===== src/rtl/card_dealer.sv =====
// rtl/card_dealer.sv - 52-card deck, deals one card value per request without replacement
module card_dealer #(
   parameter logic [7:0] SEED   = 8'hA5,
   parameter bit         RANDOM = 1'b1
) (
   input  logic       CLK,
   input  logic       RESET,
   input  logic       REQ,
   input  logic       SHUFFLE,
   output logic [3:0] CARD,
   output logic       VALID,
   output logic       BUSY,
   output logic       EMPTY,
   output logic [5:0] CARDS_LEFT
);

   localparam logic [1:0] S_IDLE   = 2'd0;
   localparam logic [1:0] S_SEARCH = 2'd1;
   localparam logic [1:0] S_DEAL   = 2'd2;

   logic [1:0]  state;
   logic [51:0] used;
   logic [7:0]  lfsr;
   logic [7:0]  lfsr_next;
   logic [5:0]  idx;
   logic [5:0]  cand;
   logic [5:0]  start_idx;

   // Slot i holds rank i mod 13; face cards count as 10.
   function automatic logic [3:0] card_value(input logic [5:0] i);
      logic [5:0] r;
      r = i % 6'd13;
      return (r >= 6'd9) ? 4'd10 : 4'(r + 6'd1);
   endfunction

   assign lfsr_next = {lfsr[6:0], lfsr[7] ^ lfsr[5] ^ lfsr[4] ^ lfsr[3]};
   assign cand      = (lfsr[5:0] >= 6'd52) ? (lfsr[5:0] - 6'd52) : lfsr[5:0];
   assign start_idx = RANDOM ? cand : 6'd0;

   assign VALID = (state == S_DEAL);
   assign BUSY  = (state == S_SEARCH) || (state == S_DEAL);
   assign EMPTY = (CARDS_LEFT == 6'd0);

   always_ff @(posedge CLK or negedge RESET) begin
      if (!RESET) begin
         state      <= S_IDLE;
         used       <= '0;
         lfsr       <= SEED;
         idx        <= '0;
         CARD       <= '0;
         CARDS_LEFT <= 6'd52;
      end else begin
         lfsr <= lfsr_next;
         if (SHUFFLE) begin
            used       <= '0;
            CARDS_LEFT <= 6'd52;
            CARD       <= '0;
            state      <= S_IDLE;
         end else begin
            case (state)
               S_IDLE: begin
                  if (REQ && !EMPTY) begin
                     idx   <= start_idx;
                     state <= S_SEARCH;
                  end
               end
               S_SEARCH: begin
                  // Linear probe from the start slot; a free slot always exists here.
                  if (!used[idx]) begin
                     used[idx]  <= 1'b1;
                     CARD       <= card_value(idx);
                     CARDS_LEFT <= CARDS_LEFT - 6'd1;
                     state      <= S_DEAL;
                  end else begin
                     idx <= (idx == 6'd51) ? 6'd0 : idx + 6'd1;
                  end
               end
               S_DEAL:  state <= S_IDLE;
               default: state <= S_IDLE;
            endcase
         end
      end
   end

endmodule


===== config.mk =====
export PLATFORM = sky130hd
export DESIGN_NAME = card_dealer
export DESIGN_NICKNAME = d
export VERILOG_FILES = /design/src/rtl/card_dealer.sv
export SDC_FILE = /design/constraint.sdc
export NUM_CORES = 1
export LEC_CHECK = 0
export CORE_ASPECT_RATIO = 1.5
export CORE_MARGIN = 2
export CORE_UTILIZATION = 61
export CTS_CLUSTER_SIZE = 10
export DETAILED_ROUTE_END_ITERATION = 12
export PLACE_DENSITY = 0.8
export SLEW_MARGIN = 0
export SYNTH_ARGS = -nofsm -noshare
export SYNTH_HDL_FRONTEND = slang
export SYNTH_SLANG_ARGS = --single-unit

===== constraint.sdc =====
create_clock -name CLK -period 3.3 [get_ports CLK]
set_clock_uncertainty 0.05 [all_clocks]
set_input_delay 0.825 -clock CLK [delete_from_list [all_inputs] [get_ports CLK]]
set_output_delay 0.825 -clock CLK [all_outputs]
set_load 0.005 [all_outputs]

==> Word-level counts from Yosys, hierarchy flattened <==
Cells that the tools add are included.
{ "op_classes": {"addsub": 4, "bitwise_logic": 5, "eq_ne": 8, "n_mux": 23, "magnitude_cmp": 4, "div_mod_pow": 1, "reduce_logical": 11} }
{ "ops": {"columns": ["op", "count"], "rows": [
  ["2-to-1 mux 52 bit", 3],
  ["bitwise OR 52 bit", 1],
  ["2-to-1 mux 6 bit", 7],
  ["2-to-1 mux 4 bit", 4],
  ["one-hot mux 6 bit (2 select lines)", 1],
  ["< comparator 6 x 7 -> 1 bit, second input constant", 1],
  ["adder 6 x 1 -> 6 bit, second input constant", 1],
  ["binary-select mux 1 bit (select 6 bit)", 1],
  ["demux 1 bit (select 6 bit)", 1],
  ["equality test 6 bit, second input constant", 1],
  [">= comparator 6 x 1 -> 1 bit, second input constant", 1],
  [">= comparator 6 x 4 -> 1 bit, second input constant", 1],
  [">= comparator 6 bit, second input constant", 1],
  ["zero test 6 bit", 1],
  ["modulo 6 x 4 -> 6 bit, second input constant", 1],
  ["2-to-1 mux 2 bit", 3],
  ["!= test 3 bit, second input constant", 2],
  ["subtractor 6 x 1 -> 6 bit, second input constant", 1],
  ["subtractor 6 bit, second input constant", 1],
  ["adder 4 x 1 -> 4 bit, second input constant", 1],
  ["!= test 2 bit, second input constant", 2],
  ["one-hot mux 2 bit (2 select lines)", 1],
  ["AND reduction 2 bit", 2],
  ["AND reduction 4 bit", 1],
  ["11 further kinds", 16]
]} }
{ "totals": {"out_inout_bits": 13, "register_bits": 78} }

==> Longest topological paths before layout <==
{ "depth": {"word_depth": 8, "ltp_mapped": 13, "ltp_nobuf": 11} }

==> Least setup slack after synthesis <==
No wires, ideal clock.
{ "synth_path": {"path_kind": "reg-to-reg", "from": "register idx[4]", "to": "register CARD[1]", "path_stages_with_launch": 13, "t_required_ps": 3114, "setup_slack_ps": 277, "synth_period_minus_slack_ps": 3023, "arrival_time_ps": 2837, "setup_ps": 136, "cell_sequence": "dfrtp_1 buf_1 clkbuf_1 nand2_1 nor3_1 a21oi_1 ha_1 a2111oi_0 a311oi_2 or3b_1 a211o_1 nand4_1 a21oi_1"} }
{ "synth_via": {"elab_chain_len": 6} }
{ "synth_rtl": {"columns": ["item", "line", "text"], "rows": [
  ["from (decl)", "25", "logic [5:0] idx;"],
  ["from (signal assigned)", "63", "idx <= start_idx;"],
  ["from (signal assigned)", "75", "idx <= (idx == 6'd51) ? 6'd0 : idx + 6'd1;"],
  ["modulo 6 x 4 -> 6 bit", "32", "r = i % 6'd13;"],
  [">= comparator 6 x 4 -> 1 bit or adder 4 x 1 -> 4 bit (tied branches)", "33", "return (r >= 6'd9) ? 4'd10 : 4'(r + 6'd1);"],
  ["2-to-1 mux 4 bit", "33", null],
  ["2-to-1 mux 4 bit", "69", "if (!used[idx]) begin"],
  ["2-to-1 mux 4 bit", "60", "case (state)"],
  ["2-to-1 mux 4 bit", "54", "if (SHUFFLE) begin"],
  ["to (signal assigned)", "71", "CARD <= card_value(idx);"],
  ["to (decl)", "10", "output logic [3:0] CARD,"]
]} }
Parallel ways exist; a longest one is shown, timed or not. The select of a mux whose other input is x is not followed.
A chain may end at the register's enable or synchronous reset.

==> Final worst setup path <==
{ "layout_path": {"from": "register idx[1]", "to": "register CARD[1]"} }
Same word-level chain as after synthesis.

==> results.md <==
* Setup violations, final at 0
* Syn_nets at 458
* 1st-pass router iterations at 7
* FFs w/ async S/R, synth at 1.00
* CP Data Required Time at 3.49 ns
* Setup crit end kind: flip-flop
* Share of cells above drive strength 1 at 0.133
* Gr ovfl total at 0
* Cell variety after synth at 63
* Clock sinks at 78
* Mapped Cells at approximately 440
* Initial Util at 0.619
* Worst slew margin at 0.349
* Max-capacitance violation count at 0
* DR iter-0 viols at 502
* Worst EP arrival at 3.19 ns
* Min-delay src: lfsr[6]
* Leak at 1.94 nW
* Worst skew pair latency at 0.37 ns
* Syn Std Cell Area at 4410 µm²
* Vias in the first global route at 3708
* Average wire per standard cell at 21.1 µm
* Antenna Cells at 0
* Worst-margin pin slew at 0.976 ns
* Status: finished, final reports clean
* Ys flop type: dfrtp_1
* Chip width at 73.5 µm
* RSZ-0062 raised after global routing: false
* Fin. max-slew vios at 0
* Die area at 7950 µm²
* FF+latch count, synth at 78
* Hold Crit Class: flip-flop to flip-flop
* CTS Buf Count at 9
* Sequential-to-total area share from yosys stat at 0.444
* Top delay family on crit path: compound AO/OA/AOI/OAI gates
* Antenna violations before repair at 0
* Nets@finish at 471
* YS warnings at 0
* DP Wirelength at 7.64 mm
* Commonest non-fill, non-tap cell in the layout: dfrtp_1
* Clock Path Buffers at 2
* Fmax at 333 MHz
* Post-route core utilization at 0.678
* CP cell instances: clkinv_1 -> ha_1 -> a2111oi_0 -> a311oi_2 -> or3b_1 -> a211o_1 -> nand4_1 -> a21oi_1
* Clk slew on worst S/H paths at around 0.070 ns
* PortBufs at 16
* Pin count of the biggest net entering global routing at 79
* Post-synth EDFFs at 0
* Crit path kind: flip-flop to flip-flop
* Tot GR Track Use at 0.311
* RR Startpoint: idx[1]
* Placer Congestion at 0.938
* # hold bufs at CTS at 0
* Total routed wirelength at between 10 and 15 mm
* Most frequent cells in the layout: 71 x dfrtp_1, 31 x nand2_1, 31 x nor2_1, 29 x a22o_1, 23 x o21ai_0
* First-pass GRT wire length at 18.7 mm
* Std-Cell Rows at 38
* Area Overhead vs Synth at 9.52%
* Post-CTS Setup Bufs at 0
* DR vias/cell at 6.95
* Residual DRC count at 0
* Critical Path Start Type: flip-flop
* H-tree depth at 3
* DR vias at roughly 3.7k
* TritonCTS clock tree: yes
* Crit path buf inv count at 1
* Place WS at about 0.29 ns
* Maximum vdd ir drop at 0.510 mV
* Hold Fails Final Rpt at 0
* Number of I/O pins at 17
* Antenna Nets Post-Route at 0
* Setup TNS at 0 ns
* Pwr dens at 664 nW/µm²
* CTS root buf: clkbuf_8
* Tcrit/Tclk final at 0.911
* Minimum clock period at approximately 3 ns
* CP Launch Point: idx[1]
* Worst path max stage delay at 0.55 ns
* Setup slack after layout at between 0.2 and 0.3 ns
* Slowest cell on crit path: dfrtp_1
* Core box area at 7130 µm²
* Avg Synthesized Cell Area at 10.0 µm²
* Die extent in y at roughly 110 µm
* Critical-path maximum fanout at 10
* Post-CTS Resized at 0
[through the flow]
| stage | cell area, µm² | std cells | hold slack [ns] | total power [mW] |
|---|---|---|---|---|
| global route | 4830 | 539 | 0.330 | 3.39 |
| finish | 4830 | 539 | 0.315 | 3.21 |
| global placement | 4650 | 523 | 0.295 | 2.50 |
| detailed placement | 4650 | 523 | 0.289 | 2.53 |
| floorplan | 4410 | 441 | 0.283 | 2.10 |
| CTS | 4830 | 539 | 0.316 | 3.18 |
[worst reg2reg max path, stage by stage (launching register included)]
cell and delay, ns:
dfrtp_1 0.55, clkinv_1 0.37, ha_1 0.41, a2111oi_0 0.51, a311oi_2 0.18, or3b_1 0.41, a211o_1 0.26, nand4_1 0.09
a21oi_1 0.07
[registers in the layout, summed over array words and instances (netlist names)]
signal / count
CARD: 4
CARDS_LEFT: 6
idx: 6
lfsr: 8
state: 2
used: 52
[area by class of cell]
type	instances	area, µm²
repair buffers	34	305
clock inverters	3	20.0
flip-flops and latches	78	1960
clock buffers	13	159
fillers	591	2300
multi-input cells	311	2210
inverters	20	75.1
well taps	80	100
[power by group]
part	switching (mW)	leakage, nW	internal [mW]
clock network	0.347	0.0857	0.314
logic	0.931	0.800	0.509
registers	0.0758	1.06	1.03
total	1.35	1.94	1.86
[cell usage after synthesis (3+ instances only)]
cell	count	share of area
o2bb2ai_1	14	0.028
o221ai_1	4	0.0079
and3_1	5	0.0071
a211o_1	3	0.0060
a31oi_1	5	0.0071
o21a_1	4	0.0068
o32ai_1	3	0.0060
nand2b_1	3	0.0043
dfstp_2	7	0.042
nand4_1	6	0.0085
inv_1	15	0.013
nor3_1	20	0.023
buf_6	5	0.013
mux2i_1	10	0.023
clkbuf_1	16	0.014
a21oi_1	19	0.022
nor2_1	32	0.027
mux2_2	3	0.0077
buf_2	8	0.0091
nor2b_1	4	0.0057
a21o_1	3	0.0051
clkinv_1	3	0.0026
o31ai_1	5	0.0085
nand3_1	16	0.018
dfrtp_1	71	0.40
a211oi_1	6	0.010
xnor2_1	3	0.0060
nand2_1	31	0.026
o21ai_0	23	0.026
ha_1	13	0.037
mux4_2	7	0.036
o41ai_1	4	0.0079
a22o_1	29	0.058
[final timing paths]
| check | end | slack (ns) | cells after the start |
|---|---|---|---|
| min reg2reg | lfsr[7] | 0.31 | 0 |
| min in group asynchronous | used[32] | 0.54 | 1 |
| max in group asynchronous | state[0] | 2.00 | 1 |
| max reg2reg | CARD[1] | 0.30 | 8 |
| max | CARD[1] | 0.30 | 8 |
| min | lfsr[7] | 0.31 | 0 |
[routing by layer]
layer,wire [µm],up-vias,track usage,part of all wire
li1,-,1682,-,-
met1,4310,1852,0.396,0.38
met2,5840,176,0.496,0.51
met3,759,38,0.0606,0.067
met4,441,0,0.162,0.039
met5,0,-,0,0
[cell families after synthesis]
kind of cell	count (synthesis)	synth area share
AO/OA/AOI/OAI	141	0.238
AND/OR/NAND/NOR	132	0.145
flip-flops	78	0.444
buffers and inverters	52	0.0558
multiplexers	21	0.0720
adder cells (fa/ha/maj)	13	0.0368
XOR/XNOR	4	0.00794
Power figures use the tool's default switching activity.
